--- config.mk ---
export PLATFORM = sky130hd
export DESIGN_NAME = top_stopwatch
export DESIGN_NICKNAME = d
export VERILOG_FILES = /design/src/rtl/stopwatch_pkg.sv /design/src/rtl/seg7_scan.sv /design/src/rtl/top_stopwatch.sv
export SDC_FILE = /design/constraint.sdc
export NUM_CORES = 1
export LEC_CHECK = 0
export ABC_CLOCK_PERIOD_IN_PS = 4300
export CORE_MARGIN = 2
export CORE_UTILIZATION = 67
export DETAILED_ROUTE_END_ITERATION = 7
export DONT_BUFFER_PORTS = 1
export PLACE_DENSITY = 0.91
export REMOVE_ABC_BUFFERS = 1
export SETUP_SLACK_MARGIN = 0.5
export SYNTH_ARGS = -nofsm -noshare
export SYNTH_HDL_FRONTEND = slang
export SYNTH_HIERARCHICAL = 1
export SYNTH_SLANG_ARGS = --single-unit
--- constraint.sdc ---
create_clock -name sys_clk_pin -period 4.3 [get_ports sys_clk_pin]
set_input_delay 0.86 -clock sys_clk_pin [delete_from_list [all_inputs] [get_ports sys_clk_pin]]
set_output_delay 0.86 -clock sys_clk_pin [all_outputs]
set_load 0.1 [all_outputs]
--- src/rtl/stopwatch_pkg.sv ---
// Shared types and constants for the stopwatch: FSM states, BCD time record,
// count limits and the active-low seven-segment table.
package stopwatch_pkg;

    typedef enum logic [1:0] {
        IDLE,
        RUNNING,
        PAUSED,
        ALARM
    } state_t;

    localparam int MAX_MIN = 1;
    localparam int MAX_SEC = 59;
    localparam int MAX_CS  = 99;

    typedef struct packed {
        logic [3:0] min;
        logic [3:0] sec_tens;
        logic [3:0] sec_units;
        logic [3:0] cs_tens;
        logic [3:0] cs_units;
    } bcd_time_t;

    localparam logic [3:0] MIN_LAST      = 4'(MAX_MIN);
    localparam logic [3:0] SEC_TENS_LAST = 4'(MAX_SEC / 10);
    localparam logic [3:0] CS_TENS_LAST  = 4'(MAX_CS / 10);

    localparam bcd_time_t TIME_MAX = '{
        min:       4'(MAX_MIN),
        sec_tens:  4'(MAX_SEC / 10),
        sec_units: 4'(MAX_SEC % 10),
        cs_tens:   4'(MAX_CS / 10),
        cs_units:  4'(MAX_CS % 10)
    };

    // Segments {g,f,e,d,c,b,a}, active-low; entry 0 is the rightmost slice.
    localparam logic [9:0][6:0] SEG_TABLE = {
        7'b0010000, 7'b0000000, 7'b1111000, 7'b0000010, 7'b0010010,
        7'b0011001, 7'b0110000, 7'b0100100, 7'b1111001, 7'b1000000
    };

    function automatic logic [6:0] seg_decode(input logic [3:0] digit);
        if (digit > 4'd9) return 7'b1111111;
        return SEG_TABLE[digit];
    endfunction

    function automatic bcd_time_t time_inc(input bcd_time_t t);
        bcd_time_t n;
        n = t;
        if (t.cs_units != 4'd9) begin
            n.cs_units = t.cs_units + 4'd1;
        end else begin
            n.cs_units = '0;
            if (t.cs_tens != CS_TENS_LAST) begin
                n.cs_tens = t.cs_tens + 4'd1;
            end else begin
                n.cs_tens = '0;
                if (t.sec_units != 4'd9) begin
                    n.sec_units = t.sec_units + 4'd1;
                end else begin
                    n.sec_units = '0;
                    if (t.sec_tens != SEC_TENS_LAST) begin
                        n.sec_tens = t.sec_tens + 4'd1;
                    end else begin
                        n.sec_tens = '0;
                        if (t.min != MIN_LAST) n.min = t.min + 4'd1;
                    end
                end
            end
        end
        return n;
    endfunction

endpackage

--- src/rtl/seg7_scan.sv ---
// Four-digit multiplexed seven-segment driver; digits[0] is the rightmost digit
// and is the one selected out of reset.
module seg7_scan
    import stopwatch_pkg::*;
#(
    parameter int SCAN_DIV = 100
) (
    input  logic            clk,
    input  logic            rst,
    input  logic [3:0][3:0] digits,
    output logic [6:0]      seg,
    output logic [3:0]      an
);

    localparam int CW = (SCAN_DIV > 1) ? $clog2(SCAN_DIV) : 1;
    localparam logic [CW-1:0] SCAN_LAST = CW'(SCAN_DIV - 1);

    logic [CW-1:0] scan_cnt;
    logic [1:0]    sel;

    always_ff @(posedge clk) begin
        if (rst) begin
            scan_cnt <= '0;
            sel      <= '0;
        end else if (scan_cnt == SCAN_LAST) begin
            scan_cnt <= '0;
            sel      <= sel + 2'd1;
        end else begin
            scan_cnt <= scan_cnt + 1'b1;
        end
    end

    assign an  = ~(4'b0001 << sel);
    assign seg = seg_decode(digits[sel]);

endmodule

--- src/rtl/top_stopwatch.sv ---
// Stopwatch top: key conditioning, run/pause/alarm FSM, BCD time counter.
// Optional key debounce is enabled by defining STOPWATCH_DEBOUNCE_EN.
module top_stopwatch
    import stopwatch_pkg::*;
#(
    parameter int TICK_DIV = 1000,
    parameter int SCAN_DIV = 100
`ifdef STOPWATCH_DEBOUNCE_EN
    ,
    parameter int DEB_CYCLES = 16
`endif
) (
    input  logic       sys_clk_pin,
    input  logic       reset_n_pin,
    input  logic       key_a_pin,
    input  logic       key_b_pin,
    input  logic       key_c_pin,
    output logic [6:0] seg_pins,
    output logic [3:0] an_pins,
    output logic       led_minute_pin,
    output logic       led_alarm_pin
);

    localparam int TW = (TICK_DIV > 1) ? $clog2(TICK_DIV) : 1;
    localparam logic [TW-1:0] TICK_LAST = TW'(TICK_DIV - 1);

    // Key vectors are ordered {c, b, a}.
    logic [2:0] key_meta, key_sync, key_stable, key_prev, press;

    // NOTE: reset_n_pin is active-high despite its name, and every register
    // here uses non-blocking assignments so all flops update together.
    always_ff @(posedge sys_clk_pin) begin
        if (reset_n_pin) begin
            key_meta <= '0;
            key_sync <= '0;
            key_prev <= '0;
        end else begin
            key_meta <= {key_c_pin, key_b_pin, key_a_pin};
            key_sync <= key_meta;
            key_prev <= key_stable;
        end
    end

`ifdef STOPWATCH_DEBOUNCE_EN
    localparam int DW = $clog2(DEB_CYCLES + 1);
    localparam logic [DW-1:0] DEB_LAST = DW'(DEB_CYCLES - 1);

    logic [DW-1:0] deb_cnt [3];

    // A key changes its stable level only after disagreeing for DEB_CYCLES cycles.
    always_ff @(posedge sys_clk_pin) begin
        for (int i = 0; i < 3; i++) begin
            if (reset_n_pin) begin
                deb_cnt[i]    <= '0;
                key_stable[i] <= 1'b0;
            end else if (key_sync[i] == key_stable[i]) begin
                deb_cnt[i] <= '0;
            end else if (deb_cnt[i] == DEB_LAST) begin
                deb_cnt[i]    <= '0;
                key_stable[i] <= key_sync[i];
            end else begin
                deb_cnt[i] <= deb_cnt[i] + 1'b1;
            end
        end
    end
`else
    assign key_stable = key_sync;
`endif

    assign press = key_stable & ~key_prev;

    logic press_a, press_b, press_c;
    assign press_a = press[0];
    assign press_b = press[1];
    assign press_c = press[2];

    state_t        state;
    logic [TW-1:0] prescale;
    bcd_time_t     time_q, time_next;

    assign time_next = time_inc(time_q);

    // Clear wins over pause wins over start; a tick reaching the limit lands in ALARM.
    always_ff @(posedge sys_clk_pin) begin
        if (reset_n_pin) begin
            state    <= IDLE;
            prescale <= '0;
            time_q   <= '0;
        end else begin
            case (state)
                IDLE: begin
                    prescale <= '0;
                    time_q   <= '0;
                    if (press_a && !press_b && !press_c) state <= RUNNING;
                end
                RUNNING: begin
                    if (press_c) begin
                        state    <= IDLE;
                        prescale <= '0;
                        time_q   <= '0;
                    end else if (press_b) begin
                        state <= PAUSED;
                    end else if (prescale == TICK_LAST) begin
                        prescale <= '0;
                        time_q   <= time_next;
                        if (time_next == TIME_MAX) state <= ALARM;
                    end else begin
                        prescale <= prescale + 1'b1;
                    end
                end
                PAUSED: begin
                    if (press_c) begin
                        state    <= IDLE;
                        prescale <= '0;
                        time_q   <= '0;
                    end else if (press_a && !press_b) begin
                        state <= RUNNING;
                    end
                end
                ALARM: begin
                    if (press_c) begin
                        state    <= IDLE;
                        prescale <= '0;
                        time_q   <= '0;
                    end
                end
                default: state <= IDLE;
            endcase
        end
    end

    assign led_minute_pin = (time_q.min == MIN_LAST);
    assign led_alarm_pin  = (state == ALARM);

    seg7_scan #(
        .SCAN_DIV(SCAN_DIV)
    ) u_scan (
        .clk    (sys_clk_pin),
        .rst    (reset_n_pin),
        .digits ({time_q.sec_tens, time_q.sec_units, time_q.cs_tens, time_q.cs_units}),
        .seg    (seg_pins),
        .an     (an_pins)
    );

endmodule

==> impl_metrics.toml, run 1 <==
[status]
status = "complete, no violations"

[synth]
ys_seq_area_frac = 0.346
syn_area_um2 = 2890
synth_edf_count = 0
synth-seq-cells = 50
synth.top_cell.area_share = 0.346
syn_avg_cell_area_um2 = 8.54
synthFlopType = "dfxtp_1"
synth.distinct_cells = 56
yosys.area.top_type = "dfxtp_1"
postSynthCellCount = 339
async_flop_share = 0
ys_warn_count = 6
synth_area_leaders = "dfxtp_1 (35%), ha_1 (5.6%), nor2_1 (3.6%), nor2b_1 (3.2%), nand3_1 (3.1%)"

[setup_path]
crit_slowest_cell = "mux4_1"
crit_chain = "mux4_1 > inv_1 > ha_1 > nor2_1 > a21oi_1 > a22oi_2 > buf_4"
path_max_fanout = 9
worst-setup-path-type = "reg -> out"
worstPathArrival_ns = 2.66
cp-start-kind = "flip-flop"
cp-end-kind = "output pin"
crit_required_ns = 3.44
max_stage_delay_ns = 0.66

[cts]
cts_root_buf = "clkbuf_8"
cts_buffers = 5
cts_tree = "built"
cts.htree.levels = 2
hold_buffers = 0
cts.path.max_buffers = 2
clk_pin_slew_worst_paths_ns = 0.09
clk_latency_ns = 0.31
clkSinkCount = 50

[die]
io_pins = 18
die_height_um = 69.7
rows = 23
dieArea_um2 = 4860
start_util = 0.708
core_um2 = 4090
fp.dieW_um = 69.7

[layout]
area_growth_pct = 6.87
antenna_cells = 0
instances_no_fill = 393
drive_gt1_frac = 0.0962
layout.nets = 360
fillerInstances = 293
multi_input_area_um2 = 1760
seq_area_um2 = 1000

[grt]
grt_pass1_wl_um = 10600
grtUsageMet2 = 0.437
met3_usage = 0.0625
busiest_layer = "met2"
track_usage = 0.269
grt_pass1_vias = 2249
grt_max_degree = 30
grt_overflow = 0
grt_antenna_before_repair = 0
use_met1 = 0.347

[timing]
worst_slack_ns = 0.777
setup_violations = 0
fin_crit_sh = 0.819
final.min_clock_period_ns = 3.52
slew_viol_final = 0
worst_pin_slew_ns = 0.959
finClkSkew_ns = 0.00320
hold_viol_final = 0
relSlewSlack = 0.365
rsz0062_at_grt = "no"
timing.fmax_ghz = 0.284

[power_and_ir_drop]
p_per_area_nw_per_um2 = 258
leakagePower_uw = 0.00110
vdd_ir_drop_max_mv = 0.282

[job]
drv_cap = 0

[drt]
drt-initial-drc-count = 192
final_antenna_net_count = 0
wl_per_cell_um = 15.2
dr.pass1.iters = 7
drc_errors = 0
vias = 2513
wl_um = 5990
avgViaCountPerCell = 6.39

[placed_design]
dp.cells = 385
dp_hpwl_um = 4250
port_buffers = 0
place.gp.congestion = 0.931
dp_slack_ns = 1.00

[worst_hold_path]
hp-class = "reg -> reg"
-- metal layers --
metal	up-vias	wire length (um)
met4	0	191
met2	103	2790
met3	22	385
li1	1227	-
met1	1161	2620
met5	-	0
-- path summary, 6_finish.rpt --
path | start | to | slack [ns] | cells past startpoint
min reg2reg | key_meta[0]$_SDFF_PP0_ | key_stable[0]$_SDFF_PP0_ | 0.44 | 1
max | u_scan/sel[0]$_SDFFE_PP0N_ | seg_pins[6] | 0.78 | 7
max reg2reg | prescale[0]$_SDFFE_PP0P_ | time_q[9]$_SDFFE_PP0P_ | 1.63 | 6
min | key_meta[0]$_SDFF_PP0_ | key_stable[0]$_SDFF_PP0_ | 0.44 | 1
-- power breakdown --
group          total (uW)  internal, uW  switching (uW)
clock network         293           133             160
registers             474           469            4.52
logic                31.7          11.9            19.7
-- synth_stat cells, types with 6 or more instances --
library cell,number
dfxtp_1,50
nor2_1,28
inv_1,22
nand3_1,18
o21ai_0,18
nand2_1,17
nor2b_1,15
a21oi_1,13
ha_1,13
a22oi_1,9
nor3_1,9
clkbuf_1,8
nand4_1,8
nand2b_1,7
and2_1,6
nor3b_1,6
xnor2_1,6
xor2_1,6
-- cells in the final DEF, fill, tap and decap left out, types with 4 or more instances in the layout --
master / n
a21o_1: 4
a21oi_1: 12
a22oi_1: 8
and2_1: 6
buf_4: 8
clkbuf_8: 6
dfxtp_1: 50
ha_1: 13
inv_1: 22
mux2i_1: 4
nand2_1: 17
nand2b_1: 7
nand3_1: 18
nand4_1: 8
nor2_1: 27
nor2b_1: 15
nor3_1: 9
nor3b_1: 5
nor4_1: 4
o21ai_0: 17
o21ai_1: 5
o22ai_1: 5
or3_1: 4
xnor2_1: 6
xor2_1: 6
-- flip-flops by register name, summed over array words and instances, names as in the netlist --
signal,count
state,2
u_scan/sel,2
key_stable,3
time_q,20
key_prev,3
prescale,10
u_scan/scan_cnt,7
key_meta,3
-- repair_timing --
| item | CTS | global route |
|---|---|---|
| setup buffers | 0 | 0 |
| resized for setup | 0 | 1 |
| endpoints found under the setup margin | 0 | 3 |
-- worst max-delay path: cells and delay by family, from the launching register on --
| family | cells | cell delay [ns] |
|---|---|---|
| buf+inv | 2 | 0.42 |
| simple gates | 1 | 0.06 |
| flops | 1 | 0.54 |
| mux | 1 | 0.66 |
| fa+ha+maj | 1 | 0.21 |
| compound gates | 2 | 0.46 |
-- per-stage QoR --
stage               power, uW  TNS, ns  area (um2)  hold slack (ns)   util
floorplan                 507   -0.261        2820            0.414      -
global placement          514        0        3000            0.415  0.734
detailed placement        515        0        3000            0.422  0.734
CTS                       800        0        3090            0.444  0.757
global route              824        0        3090            0.453  0.757
finish                    799        0        3090            0.442  0.757
-- logic make-up (layout without fill, tap and decap cells) --
kind of cell,after synthesis,after routing,share of synthesized area
XOR/XNOR,12,12,0.0363
adder cells (fa/ha/maj),13,13,0.0562
AND/OR/NAND/NOR,145,145,0.288
multiplexers,9,9,0.0514
flip-flops,50,50,0.346
AO/OA/AOI/OAI,74,74,0.166
buffers and inverters,36,40,0.0562
-- area by class of cell --
class	instances	share of cell area
clock buffers	7	0.0279
clock inverters	1	0.00283
inverters	23	0.0279
multi-input cells	253	0.569
flip-flops and latches	50	0.324
well taps	50	0.0202
repair buffers	9	0.0283
Power figures use the tool's default switching activity.
==> run 2, diff against run 1 <==
ABC_CLOCK_PERIOD_IN_PS = 3000   (was 4300)
CORE_UTILIZATION = 57   (was 67)
PLACE_DENSITY = 0.83   (was 0.91)
clock period = 3 ns   (was 4.3 ns; I/O delays follow)
==> run 2 against run 1 <==
Net effect:
- count of clock-buffer cells in the layout down 1
- via count up 0.64%
- sequential power up 43%
- critical path type unchanged
==> impl_metrics.toml, run 2 (same netlist as run 1, synthesis figures left out) <==
[status]
status = "complete, no violations"

[job]
drv_cap = 0

[cts]
clk_latency_ns = 0.30
clkSinkCount = 50
clk_pin_slew_worst_paths_ns = 0.09
cts_buffers = 5
cts_root_buf = "clkbuf_8"
cts.path.max_buffers = 2
cts_tree = "built"
cts.htree.levels = 2

[layout]
antenna_cells = 0
layout_common_cells = "dfxtp_1 (46), nor2_1 (25), inv_1 (19)"
regMostFlops = "time_q"
reg_top3 = "time_q (20), prescale (10), u_scan/scan_cnt (7)"
fillerInstances = 388
drive_gt1_frac = 0.212
layout_commonest_cell = "dfxtp_1"
area_growth_pct = 19.3
final_util = 0.717
largest_register_ff_count = 20
layout.nets = 376

[grt]
grt_antenna_before_repair = 0
grt_pass1_wl_um = 10600
grt_max_degree = 30
grt_overflow = 0
track_usage = 0.241
grt_pass1_vias = 2321

[setup_path]
crit_chain = "mux4_2 > inv_4 > ha_4 > or3b_4 > nand3_2 > buf_12"
critPathBufInv = 2
crit_path_start = "u_scan/sel[0]$_SDFFE_PP0N_"
cp-start-kind = "flip-flop"
max_stage_delay_ns = 0.55
crit_required_ns = 2.40
r2r_start = "prescale[0]$_SDFFE_PP0P_"
worst-setup-path-type = "reg -> out"
rr_endpoint = "time_q[9]$_SDFFE_PP0P_"
crit_end = "seg_pins[3]"
crit_family = "multiplexers"
crit_slowest_cell = "mux4_2"
cp.depth = 6
worstPathArrival_ns = 2.16
cp-end-kind = "output pin"
rr_worst_depth = 6
path_max_fanout = 3
r2r_setup_slack_ns = 0.67

[die]
fp.dieW_um = 75.3
core_um2 = 4820
rows = 25
dieArea_um2 = 5660
io_pins = 18
die_height_um = 75.3
start_util = 0.601

[power_and_ir_drop]
pwr-share-comb = 0.041
seqPwrFrac = 0.610
leakagePower_uw = 0.00123
clkPwrFrac = 0.350
switching_power_uw = 257
p_sw_frac = 0.231
intPower_uw = 855
p_per_area_nw_per_um2 = 322
vdd_ir_drop_max_mv = 0.319

[timing]
relSlewSlack = 0.440
finClkSkew_ns = 0.00607
rsz0062_at_grt = "yes"
setup_violations = 0
whs_ns = 0.352
timing.fmax_ghz = 0.362
worst_pin_slew_ns = 0.840
fin_crit_sh = 0.922
slew_viol_final = 0
hold_viol_final = 0
final.min_clock_period_ns = 2.76

[placed_design]
port_buffers = 0
dp_hpwl_um = 4380
place.gp.congestion = 0.922

[drt]
wl_per_cell_um = 15.2
vias = 2529
drt-initial-drc-count = 240
wl_um = 6470
avgViaCountPerCell = 5.94
drc_errors = 0
dr.pass1.iters = 5
final_antenna_net_count = 0

[worst_hold_path]
hp-class = "in -> reg"
-- run 2: routing by layer --
layer  GRT usage  part of all wire
met1       0.319              0.45
met2       0.404              0.49
met3      0.0428             0.052
met4      0.0721            0.0068
met5           0                 0
-- run 2: power groups by stage --
stage	sequential, uW	combinational, uW	clock, uW
after floorplan	693	34.0	0
after global routing	679	51.7	414
after global placement	694	43.5	0
after CTS	678	44.7	398
after detailed placement	695	44.6	0
final	678	45.2	389
-- run 2: final cells by class --
| class | count | area (um2) | area share |
|---|---|---|---|
| Tap cell | 67 | 83.8 | 0.0243 |
| Clock inverter | 2 | 13.8 | 0.00399 |
| Inverter | 23 | 88.8 | 0.0257 |
| Sequential cell | 50 | 1010 | 0.292 |
| Timing Repair Buffer | 25 | 303 | 0.0877 |
| Multi-Input combinational cell | 253 | 1880 | 0.545 |
| Clock buffer | 6 | 72.6 | 0.0210 |
-- run 2: how the worst min path moves through the flow --
stage	cells past startpoint	start	slack, ns	end
2_1_floorplan	1	key_meta[0]$_SDFF_PP0_	0.41	key_stable[0]$_SDFF_PP0_
4_1_cts	1	reset_n_pin	0.34	time_q[8]$_SDFFE_PP0P_
3_5_place_dp	1	key_meta[1]$_SDFF_PP0_	0.43	key_stable[1]$_SDFF_PP0_
6_report	1	reset_n_pin	0.35	key_meta[0]$_SDFF_PP0_
3_3_place_gp	1	key_meta[1]$_SDFF_PP0_	0.42	key_stable[1]$_SDFF_PP0_
5_1_grt	1	reset_n_pin	0.34	time_q[8]$_SDFFE_PP0P_
-- run 2: metrics by stage --
step,std cells,TNS [ns],area [um2],power (uW),worst slack [ns]
after floorplan,326,-6.61,2820,727,-1.30
after global placement,410,0,3140,738,0.380
after detailed placement,410,0,3140,739,0.309
after CTS,426,0,3400,1120,0.277
after global routing,426,0,3450,1140,0.182
final,426,0,3450,1110,0.235
-- run 2: repair_timing --
item                                    in CTS  in global routing
resized for setup                           35                 11
buffers inserted                             8                  0
hold buffers                                 0                  0
pin swaps                                   10                  1
endpoints found under the setup margin      10                 12
